[src/rtl/lsu_pkg.sv]
// Shared types for the load/store memory port: access sizes, FSM states, alignment helper.
package lsu_pkg;

  typedef enum logic [1:0] {
    SZ_BYTE = 2'b00,
    SZ_HALF = 2'b01,
    SZ_WORD = 2'b10,
    SZ_RSVD = 2'b11
  } size_e;

  typedef enum logic [2:0] {
    IDLE = 3'd0,
    RD   = 3'd1,
    CAP  = 3'd2,
    WR   = 3'd3,
    RESP = 3'd4
  } state_e;

  function automatic logic misaligned(input size_e size, input logic [1:0] lo);
    case (size)
      SZ_HALF: misaligned = lo[0];
      SZ_WORD: misaligned = |lo;
      default: misaligned = 1'b0;
    endcase
  endfunction

endpackage

[src/rtl/lsu_lane.sv]
// Little-endian lane logic: extract+extend a load lane, or merge store bytes into a read word.
module lsu_lane
  import lsu_pkg::*;
(
  input  size_e       size_i,
  input  logic [1:0]  lane_i,
  input  logic        unsigned_i,
  input  logic [31:0] rdata_i,
  input  logic [31:0] wdata_i,
  output logic [31:0] load_o,
  output logic [31:0] merge_o
);

  logic [7:0]  byte_sel;
  logic [15:0] half_sel;

  // Half lanes ignore lane_i[0], which also forces misaligned halves onto their aligned lane.
  assign byte_sel = rdata_i[{lane_i, 3'b000} +: 8];
  assign half_sel = lane_i[1] ? rdata_i[31:16] : rdata_i[15:0];

  always_comb begin
    load_o = 32'h0;
    case (size_i)
      SZ_BYTE: load_o = {{24{~unsigned_i & byte_sel[7]}}, byte_sel};
      SZ_HALF: load_o = {{16{~unsigned_i & half_sel[15]}}, half_sel};
      SZ_WORD: load_o = rdata_i;
      default: load_o = 32'h0;
    endcase
  end

  always_comb begin
    merge_o = rdata_i;
    case (size_i)
      SZ_BYTE: merge_o[{lane_i, 3'b000} +: 8] = wdata_i[7:0];
      SZ_HALF: merge_o = lane_i[1] ? {wdata_i[15:0], rdata_i[15:0]}
                                   : {rdata_i[31:16], wdata_i[15:0]};
      SZ_WORD: merge_o = wdata_i;
      default: merge_o = rdata_i;
    endcase
  end

endmodule

[src/rtl/lsu_mem_port.sv]
// Load/store initiator for a single-port word memory with one-cycle registered read.
// Define LSU_MISALIGN_CHECK_EN to flag misaligned half/word accesses as errors instead of forcing alignment.
module lsu_mem_port
  import lsu_pkg::*;
#(
  parameter int unsigned MEM_WORDS = 32
) (
  input  logic        clk,
  input  logic        reset,
  input  logic        req_valid,
  output logic        req_ready,
  input  logic        req_we,
  input  logic [1:0]  req_size,
  input  logic        req_unsigned,
  input  logic [31:0] req_addr,
  input  logic [31:0] req_wdata,
  output logic        resp_valid,
  output logic [31:0] resp_rdata,
  output logic        resp_err,
  output logic [31:0] mem_addr,
  output logic [31:0] mem_wdata,
  output logic        mem_w,
  output logic        mem_r,
  input  logic [31:0] mem_rdata
);

  state_e      state_q, state_d;
  logic        we_q;
  size_e       size_q;
  logic        unsigned_q;
  logic [1:0]  lo_q;
  logic [31:0] wdata_q;
  logic [31:0] mem_addr_q;
  logic [31:0] mem_wdata_q;
  logic [31:0] resp_rdata_q;
  logic        resp_err_q;

  size_e       req_size_e;
  logic        accept;
  logic        req_err;
  logic [31:0] lane_load;
  logic [31:0] lane_merge;

  assign req_size_e = size_e'(req_size);
  assign req_ready  = (state_q == IDLE) && !reset;
  assign accept     = req_valid && req_ready;

  always_comb begin
    req_err = ({2'b00, req_addr[31:2]} >= MEM_WORDS) || (req_size_e == SZ_RSVD);
`ifdef LSU_MISALIGN_CHECK_EN
    req_err = req_err || misaligned(req_size_e, req_addr[1:0]);
`endif
  end

  lsu_lane u_lane (
    .size_i     (size_q),
    .lane_i     (lo_q),
    .unsigned_i (unsigned_q),
    .rdata_i    (mem_rdata),
    .wdata_i    (wdata_q),
    .load_o     (lane_load),
    .merge_o    (lane_merge)
  );

  always_ff @(posedge clk) begin
    if (reset) state_q <= IDLE;
    else       state_q <= state_d;
  end

  always_comb begin
    state_d = state_q;
    case (state_q)
      IDLE: begin
        if (accept) begin
          if (req_err)                  state_d = RESP;
          else if (!req_we)             state_d = RD;
          else if (req_size_e == SZ_WORD) state_d = WR;
          else                          state_d = RD;
        end
      end
      RD:      state_d = CAP;
      CAP:     state_d = we_q ? WR : RESP;
      WR:      state_d = RESP;
      RESP:    state_d = IDLE;
      default: state_d = IDLE;
    endcase
  end

  always_ff @(posedge clk) begin
    if (reset) begin
      we_q         <= 1'b0;
      size_q       <= SZ_BYTE;
      unsigned_q   <= 1'b0;
      lo_q         <= 2'b00;
      wdata_q      <= 32'h0;
      mem_addr_q   <= 32'h0;
      mem_wdata_q  <= 32'h0;
      resp_rdata_q <= 32'h0;
      resp_err_q   <= 1'b0;
    end else if (accept) begin
      we_q         <= req_we;
      size_q       <= req_size_e;
      unsigned_q   <= req_unsigned;
      lo_q         <= req_addr[1:0];
      wdata_q      <= req_wdata;
      mem_addr_q   <= {2'b00, req_addr[31:2]};
      mem_wdata_q  <= req_wdata;
      resp_rdata_q <= 32'h0;
      resp_err_q   <= req_err;
    end else if (state_q == CAP) begin
      // Read word is only valid here: finish the load or build the merged store word.
      if (we_q) mem_wdata_q  <= lane_merge;
      else      resp_rdata_q <= lane_load;
    end
  end

  assign mem_r      = (state_q == RD);
  assign mem_w      = (state_q == WR);
  assign resp_valid = (state_q == RESP);
  assign mem_addr   = mem_addr_q;
  assign mem_wdata  = mem_wdata_q;
  assign resp_rdata = resp_rdata_q;
  assign resp_err   = resp_err_q;

endmodule

[config.mk]
export PLATFORM = sky130hd
export DESIGN_NAME = lsu_mem_port
export DESIGN_NICKNAME = d
export VERILOG_FILES = /design/src/rtl/lsu_pkg.sv /design/src/rtl/lsu_lane.sv /design/src/rtl/lsu_mem_port.sv
export SDC_FILE = /design/constraint.sdc
export NUM_CORES = 1
export LEC_CHECK = 0
export CORE_ASPECT_RATIO = 1.5
export CORE_UTILIZATION = 30
export CTS_BUF_LIST = sky130_fd_sc_hd__clkbuf_4 sky130_fd_sc_hd__clkbuf_8 sky130_fd_sc_hd__clkbuf_16
export DETAILED_ROUTE_END_ITERATION = 8
export SLEW_MARGIN = 20
export SYNTH_ARGS = -nofsm -noshare
export SYNTH_HDL_FRONTEND = slang
export SYNTH_SLANG_ARGS = --single-unit
[constraint.sdc]
create_clock -name clk -period 4.88 [get_ports clk]
set_input_delay 0.732 -clock clk [delete_from_list [all_inputs] [get_ports clk]]
set_output_delay 0.732 -clock clk [all_outputs]
set_load 0.005 [all_outputs]
==> results of run 1 <==
## layout make-up
| type | count | share of cell area |
|---|---|---|
| clock buffers | 18 | 0.0452 |
| inverters | 13 | 0.00502 |
| flip-flops and latches | 136 | 0.280 |
| multi-input cells | 606 | 0.396 |
| clock inverters | 14 | 0.0204 |
| well taps | 276 | 0.0356 |
| repair buffers | 214 | 0.217 |
## cells in the final DEF, fill, tap and decap left out, drive strengths merged, types with 3 or more instances in the layout
cell and count:
nor4 8, buf 14, nor2b 6, clkbuf 18, a22oi 8, a211oi 4, a22o 37, nand3 8
o211ai 8, bufinv 4, ha 5, dfxtp 136, a2bb2oi 3, nor2 26, a31oi 11, inv 14
a21oi 51, clkinv 7, o31ai 3, nand3b 33, mux2 32, a32oi 8, clkdlybuf4s50 200, o21ai 59
nand2 186, nor3 21, a32o 7, o2111ai 8, a222oi 4, nand4b 9, and2 3, a221oi 30
## sequential cells by signal (all words and copies together) (netlist names)
register	flops
mem_wdata	32
size_q	2
we_q	1
mem_addr	30
lo_q	2
state_q	3
wdata_q	32
unsigned_q	1
resp_err	1
resp_rdata	32
## per-layer routing
metal / vias to the layer above / GRT usage
li1: 3365 / -
met1: 3340 / 0.257
met2: 288 / 0.373
met3: 47 / 0.0474
met4: 0 / 0.0922
met5: - / 0
## power by group through the flow
stage                     Clock, mW  Combinational (mW)  Sequential, mW
final                          1.40               0.617            1.26
after global routing           1.47               0.668            1.26
after CTS                      1.42               0.615            1.26
after detailed placement          0               0.611            1.28
after global placement            0               0.608            1.28
after floorplan                   0               0.351            1.24
## worst paths after layout
path,startpoint,endpoint,slack [ns]
max,lo_q[1],mem_wdata[27],1.89
min,wdata_q[16],wdata_q[16],0.45
max reg2reg,lo_q[1],mem_wdata[27],1.89
min reg2reg,wdata_q[16],wdata_q[16],0.45
## critical path, cell delays in order (launching register included)
cell and delay, ns:
dfxtp_1 0.62, buf_4 0.40, inv_1 0.15, ha_1 0.35
nor4bb_1 0.36, and2_0 0.45, a22oi_1 0.18, a32o_1 0.27
a31oi_1 0.12
## cells by family (layout without fill, tap and decap cells)
family                   Yosys count  count (layout)  share of synthesized area
AND/OR/NAND/NOR                  317             317                      0.226
flip-flops                       136             136                      0.393
AO/OA/AOI/OAI                    248             248                      0.260
other                              1               2                   0.000541
buffers and inverters             85             259                     0.0567
adder cells (fa/ha/maj)            5               5                    0.00903
multiplexers                      34              34                     0.0549
## per-stage QoR
| step | instances | util | hold WS (ns) |
|---|---|---|---|
| floorplan | 827 | - | 0.423 |
| global route | 1277 | 0.432 | 0.470 |
| detailed placement | 1244 | 0.403 | 0.442 |
| CTS | 1276 | 0.431 | 0.453 |
| finish | 1277 | 0.432 | 0.449 |
| global placement | 1244 | 0.403 | 0.433 |
==> impl_metrics.py, run 1 <==
metrics = {
    "run_status": {
        "outcome": "complete, no violations",
    },
    "clock_network": {
        "h-tree-depth": 4,
        "cts_buffers": 17,
        "clk_latency_ns": 0.43,
        "cts_resized": 0,
        "clockBufferDepth": 2,
        "cts_setup_buffers": 0,
        "clock-root-buffer": "clkbuf_16",
        "cts.sinks": 136,
        "path_clk_slew_ns": 0.06,
        "cts_tree": "done",
        "cts_hold_buf": 0,
    },
    "synth": {
        "synth_area_um2": 6930,
        "synth_cell_type_count": 60,
        "ys_seq_area_frac": 0.393,
        "yosysTopAreaCellShare": 0.393,
        "synth_commonest_cells": "nand2_1 (180), dfxtp_1 (136), o21ai_0 (56)",
        "synth_top_area_cell": "dfxtp_1",
        "ys.flop_type": "dfxtp_1",
        "ys_top_cells_by_area": "dfxtp_1 (39%), nand2_1 (9.7%), mux2_2 (5.2%)",
        "synth-async-reset-ratio": 0,
        "synth_edf_count": 0,
        "syn_inst": 826,
        "yosysMostFrequentCell": "nand2_1",
        "yosysWarningCount": 0,
        "syn-mean-instance-area_um2": 8.39,
        "ys_ff_latch": 136,
    },
    "detailed_routing": {
        "highest-signal-layer": "met4",
        "wl_um": 25700,
        "m1WireLength_um": 10500,
        "avgRoutedWirePerCell_um": 20.1,
        "vias": 7040,
        "dr_wl_met2_um": 12800,
        "drtIter0Drc": 451,
        "dr.pass1.iters": 5,
        "antenna_left": 0,
        "vias_per_cell": 5.51,
        "wl_met3_um": 1560,
        "drc": 0,
    },
    "global_routing": {
        "grt_pass1_wl_um": 39500,
        "antenna_found_initial": 0,
        "overflow": 0,
        "grt_max_degree": 54,
        "grt_pass1_vias": 6836,
        "grtUsageTotal": 0.217,
    },
    "worst_hold_path": {
        "hp-class": "register to register",
        "worstHoldPathCells": 2,
    },
    "final_layout": {
        "drive_gt1_frac": 0.107,
        "fin_area_um2": 9710,
        "multi_input_area_um2": 3840,
        "finish.net_count": 1096,
        "diodes": 0,
        "area_delta_synth_final_pct": 40.1,
        "fillCellCount": 2259,
        "final-seq-area_um2": 2720,
    },
    "timing": {
        "slew_headroom": 0.295,
        "worstMarginPinSlew_ns": 1.06,
        "fin_skew_ns": 0.0115,
        "max_freq_ghz": 0.335,
        "slew_violations": 0,
        "timing.setup.tns_ns": 0,
        "finalSetupViolations": 0,
        "hold_viol_final": 0,
        "fin_ws_ns": 1.89,
        "rsz0062_at_grt": "no",
        "period_share": 0.612,
        "post-route-min-period_ns": 2.99,
    },
    "place": {
        "place_ws_ns": 1.47,
        "place_hpwl_um": 18300,
        "place.gp.congestion": 0.886,
        "io_buffers": 201,
        "place_area_um2": 9060,
    },
    "setup_path": {
        "end_kind": "register",
        "required_ns": 5.23,
        "cp-start-kind": "register",
        "cp_max_fo": 27,
        "worstSetupPathType": "register to register",
        "reg2regPathDepth": 8,
        "worst_ep_arrival_time_ns": 3.34,
    },
    "die": {
        "start_util": 0.308,
        "dieArea_um2": 23700,
        "io_pins": 204,
        "rows": 67,
        "coreArea_um2": 22500,
        "fp.dieH_um": 188,
        "die_w_um": 126,
    },
    "power_and_ir_drop": {
        "pwr-share-comb": 0.188,
        "power.switching_uw": 924,
        "p_total_mw": 3.28,
        "sw_frac_of_total": 0.282,
        "power_leakage_nw": 3.59,
        "vdd_drop_max_mv": 0.244,
        "p_int_mw": 2.35,
        "clockPowerShare": 0.428,
        "p_per_area_nw_per_um2": 337,
        "p_seq_frac": 0.384,
    },
    "job": {
        "cap_violations": 0,
    },
}
No activity file was read; power rests on OpenSTA's default activity.
==> inputs of run 2 (changes only) <==
- clock period: 4.88 -> 2.87 ns (I/O delays scaled with it)
==> run 2 against run 1 <==
  * Critical path depth is 1 lower
  * Power is 65% higher
  * Via count is 1.3% higher
  * The flow now finishes with violations (DRC)
  * Critical endpoint is now mem_wdata[9]
==> impl_metrics.py, run 2 (synthesis results as in run 1) <==
metrics = {
    "run_status": {
        "outcome": "complete, but fails checks",
        "violations": "DRC",
    },
    "place": {
        "place_ws_ns": 0.457,
        "place.gp.congestion": 0.933,
        "io_buffers": 201,
        "place_hpwl_um": 19200,
    },
    "clock_network": {
        "path_clk_slew_ns": 0.06,
        "cts_setup_buffers": 0,
        "cts_hold_buf": 0,
        "cts.sinks": 136,
        "clk_latency_ns": 0.42,
        "cts_resized": 0,
        "cts_tree": "done",
        "clockBufferDepth": 2,
        "clock-root-buffer": "clkbuf_16",
        "h-tree-depth": 4,
        "cts_buffers": 17,
    },
    "die": {
        "dieArea_um2": 23700,
        "coreArea_um2": 22500,
        "die_w_um": 126,
        "io_pins": 204,
        "rows": 67,
        "fp.dieH_um": 188,
        "start_util": 0.308,
    },
    "power_and_ir_drop": {
        "vdd_drop_max_mv": 0.433,
        "power_leakage_nw": 3.66,
        "p_per_area_nw_per_um2": 550,
    },
    "final_layout": {
        "post-route-util": 0.437,
        "area_delta_synth_final_pct": 41.6,
        "drive_gt1_frac": 0.122,
        "diodes": 0,
        "finish.net_count": 1114,
        "layout_commonest_cell": "clkdlybuf4s50_1",
        "layout_common_cells": "clkdlybuf4s50_1 (200), nand2_1 (180), dfxtp_1 (135), o21ai_0 (56), a21oi_1 (51)",
    },
    "detailed_routing": {
        "drc": 2,
        "wl_um": 26200,
        "drtIter0Drc": 505,
        "avgRoutedWirePerCell_um": 20.2,
        "wl_met3_um": 1740,
        "m1WireLength_um": 10500,
        "dr.pass1.iters": 9,
        "dr_wl_met2_um": 12700,
        "vias": 7133,
        "vias_per_cell": 5.51,
        "highest-signal-layer": "met4",
        "antenna_left": 0,
    },
    "job": {
        "cap_violations": 0,
    },
    "global_routing": {
        "grt_max_degree": 43,
        "grt_pass1_vias": 6878,
        "overflow": 0,
        "antenna_found_initial": 0,
        "grt_pass1_wl_um": 40100,
        "grtUsageTotal": 0.222,
    },
    "timing": {
        "max_freq_ghz": 0.407,
        "slew_violations": 0,
        "worstMarginPinSlew_ns": 0.822,
        "slew_headroom": 0.450,
        "hold_viol_final": 0,
        "fin_skew_ns": 0.00810,
        "fin_ws_ns": 0.416,
        "period_share": 0.855,
        "rsz0062_at_grt": "no",
        "finalSetupViolations": 0,
        "timing.setup.tns_ns": 0,
        "post-route-min-period_ns": 2.45,
    },
    "setup_path": {
        "crit_path_frequent_cell": "nand2_1",
        "worst_ep_arrival_time_ns": 2.79,
        "critPathMaxStageDelay_ns": 0.68,
        "end_kind": "register",
        "cpMaxStageDelayCell": "nor4b_2",
        "cp_max_fo": 9,
        "required_ns": 3.20,
        "ff2ff_setup_slack_ns": 0.42,
        "path_cells": "inv_1 > ha_1 > nand2_1 > nor4b_2 > a22o_1 > nand2_1 > a221oi_2",
        "worstSetupPathType": "register to register",
        "cp-startpoint": "lo_q[1]",
        "cp-start-kind": "register",
        "reg2reg_from": "lo_q[1]",
    },
    "worst_hold_path": {
        "hold_start": "resp_rdata[30]",
        "hp-class": "register to register",
    },
}
## run 2: cell count changes in the layout (fill, tap and decap cells not counted), moves of 2 or more
| cell | before | now |
|---|---|---|
| clkinv_4 | 5 | 3 |
| buf_4 | 12 | 28 |
| bufinv_16 | 4 | 2 |
| buf_12 | 0 | 2 |
| clkinv_2 | 2 | 4 |
## run 2: area by class of cell
cell class	instances	area (µm²)
fill	2279	12700
timing repair buffer	232	2270
sequential	136	2720
inverter	13	48.8
tap	276	345
clock inverter	12	129
multi-input combinational	606	3840
clock buffer	19	447
## run 2: stage by stage
step	area (µm²)	std cells	hold WS [ns]	total power, mW
6_report	9810	1294	0.446	5.39
3_5_place_dp	9220	1262	0.440	3.25
4_1_cts	9790	1293	0.449	5.42
5_1_grt	9810	1294	0.471	5.63
3_3_place_gp	9220	1262	0.433	3.25
2_1_floorplan	6930	827	0.423	2.71
## run 2: layer usage
layer  vias up  GRT usage
met5         -          0
met4         0      0.124
met3        61     0.0525
met2       312      0.373
met1      3370      0.258
li1       3390          -
## run 2: path summary, 6_finish.rpt
path                          to  depth (start not counted)
hold / removal    resp_rdata[30]                          2
setup reg to reg    mem_wdata[9]                          7
setup / recovery    mem_wdata[9]                          7
hold reg to reg   resp_rdata[30]                          2
## run 2: where the power goes
group          total (mW)  switching [mW]  internal [mW]
logic                1.10           0.555          0.541
registers            2.13           0.124           2.00
clock network        2.17           0.869           1.30
## run 2: worst max-delay path, delay by kind of cell (launching register included)
family	cells	cell delay, ns
buf+inv	1	0.15
compound gates	2	0.54
flops	1	0.48
simple gates	3	0.83
fa+ha+maj	1	0.36
==> inputs of run 3 (changes only) <==
- CORE_ASPECT_RATIO: 1.5 -> unset
- clock period: 2.87 -> 2.82 ns (I/O delays scaled with it)
==> run 3 against run 2 <==
  * The flow now finishes without violations
  * Clock-buffer cell count fell by 1
  * Register-to-register slack got worse by 0.11 ns
  * Sequential power barely moved
==> impl_metrics.py, run 3 (synthesis results as in run 1) <==
metrics = {
    "final_layout": {
        "finish.net_count": 1109,
        "layout_common_cells": "clkdlybuf4s50_1 (200), nand2_1 (180), dfxtp_1 (135), o21ai_0 (56), a21oi_1 (51)",
        "fin_cells": 1299,
        "diodes": 0,
        "layout_commonest_cell": "clkdlybuf4s50_1",
        "post-route-util": 0.431,
        "area_delta_synth_final_pct": 40.7,
        "drive_gt1_frac": 0.118,
        "fillCellCount": 2230,
    },
    "setup_path": {
        "cp_top_family": "simple AND/OR/NAND/NOR gates",
        "reg2regPathDepth": 7,
        "cpMaxStageDelayCell": "and2_0",
        "crit_cells": 7,
        "required_ns": 3.17,
        "worstSetupPathType": "register to register",
        "critPathMaxStageDelay_ns": 0.49,
        "reg2reg_from": "lo_q[0]",
        "cp_max_fo": 9,
        "path_cells": "inv_2 > ha_1 > nor4bb_1 > and2_0 > a22oi_1 > a32o_1 > a31oi_1",
        "ff2ff_setup_slack_ns": 0.31,
        "cp_num_buf_inv": 1,
        "r2r_end": "mem_wdata[26]",
        "end_kind": "register",
        "cp-start-kind": "register",
        "worst_ep_arrival_time_ns": 2.87,
    },
    "global_routing": {
        "grt_pass1_wl_um": 40700,
        "grt_pass1_vias": 6869,
        "grt_max_degree": 54,
        "overflow": 0,
        "grtUsageTotal": 0.223,
        "antenna_found_initial": 0,
    },
    "worst_hold_path": {
        "hp-class": "register to register",
        "hold_start": "wdata_q[20]",
        "holdPathEnd": "wdata_q[20]",
        "worstHoldPathCells": 2,
    },
    "clock_network": {
        "cts_setup_buffers": 0,
        "path_clk_slew_ns": 0.07,
        "clk_latency_ns": 0.43,
        "clockBufferDepth": 2,
        "h-tree-depth": 4,
        "cts_hold_buf": 0,
        "clock-root-buffer": "clkbuf_16",
        "cts_tree": "done",
        "cts.sinks": 136,
        "cts_buffers": 17,
        "cts_resized": 0,
    },
    "detailed_routing": {
        "drtIter0Drc": 498,
        "vias": 7054,
        "wl_um": 26300,
        "vias_per_cell": 5.43,
        "dr.pass1.iters": 7,
        "antenna_left": 0,
        "drc": 0,
        "avgRoutedWirePerCell_um": 20.3,
    },
    "place": {
        "dp_cells": 1267,
        "place_hpwl_um": 18700,
        "io_buffers": 201,
        "place.gp.congestion": 0.945,
        "place_ws_ns": 0.360,
    },
    "timing": {
        "finalSetupViolations": 0,
        "fin_skew_ns": 0.00816,
        "post-route-min-period_ns": 2.51,
        "timing.setup.tns_ns": 0,
        "slew_violations": 0,
        "max_freq_ghz": 0.398,
        "period_share": 0.892,
        "hold_viol_final": 0,
        "worstMarginPinSlew_ns": 1.09,
        "fin_ws_ns": 0.306,
        "rsz0062_at_grt": "no",
        "slew_headroom": 0.270,
    },
    "die": {
        "die_w_um": 154,
        "fp.dieH_um": 154,
        "dieArea_um2": 23700,
        "io_pins": 204,
        "coreArea_um2": 22600,
        "start_util": 0.306,
        "rows": 55,
    },
    "power_and_ir_drop": {
        "p_total_mw": 5.45,
        "p_seq_frac": 0.396,
        "vdd_drop_max_mv": 0.425,
        "power.switching_mw": 1.69,
        "pwr-share-comb": 0.204,
        "sw_frac_of_total": 0.310,
        "p_int_mw": 3.76,
        "p_per_area_nw_per_um2": 559,
        "power_leakage_nw": 3.62,
        "clockPowerShare": 0.400,
    },
    "job": {
        "cap_violations": 0,
    },
    "run_status": {
        "outcome": "complete, no violations",
    },
}
==> run 3: final cells by class <==
cell class,instances,area [µm²],share of cell area
multi-input cells,606,3840,0.394
clock inverters,14,126,0.0130
well taps,285,357,0.0366
clock buffers,18,439,0.0450
inverters,13,48.8,0.00500
flip-flops and latches,136,2720,0.279
repair buffers,227,2210,0.227
==> run 3: power groups by stage <==
stage	clock network (mW)	registers [mW]	logic, mW
CTS	2.23	2.15	1.11
finish	2.18	2.16	1.11
floorplan	0	2.15	0.607
detailed placement	0	2.20	1.10
global route	2.31	2.17	1.20
global placement	0	2.19	1.09
==> run 3: stage by stage <==
stage / hold WS (ns) / instance area, µm²
after CTS: 0.446 / 9750
after floorplan: 0.423 / 6930
after global routing: 0.463 / 9750
after detailed placement: 0.435 / 9190
after global placement: 0.432 / 9190
final: 0.442 / 9750
==> run 3: tightest hold or removal path, cell delays in order, from the launching register on <==
cell     delay, ns
dfxtp_1       0.31
nand2_1       0.05
nand2_1       0.04
==> run 3: how the worst max path moves through the flow <==
stage	start	endpoint	slack, ns
after global routing	lo_q[0]	mem_wdata[12]	0.19
final	lo_q[0]	mem_wdata[26]	0.31
after CTS	lo_q[0]	mem_wdata[30]	0.34
after global placement	lo_q[0]	mem_wdata[28]	0.48
after detailed placement	lo_q[0]	mem_wdata[30]	0.36
after floorplan	lo_q[1]	mem_wdata[24]	0.1
==> run 3: metal layers <==
layer | up-vias | part of all wire | GRT usage
met5 | - | 0 | 0
met4 | 0 | 0.020 | 0.0662
met3 | 31 | 0.091 | 0.0710
met2 | 312 | 0.44 | 0.345
met1 | 3324 | 0.44 | 0.296
li1 | 3387 | - | -
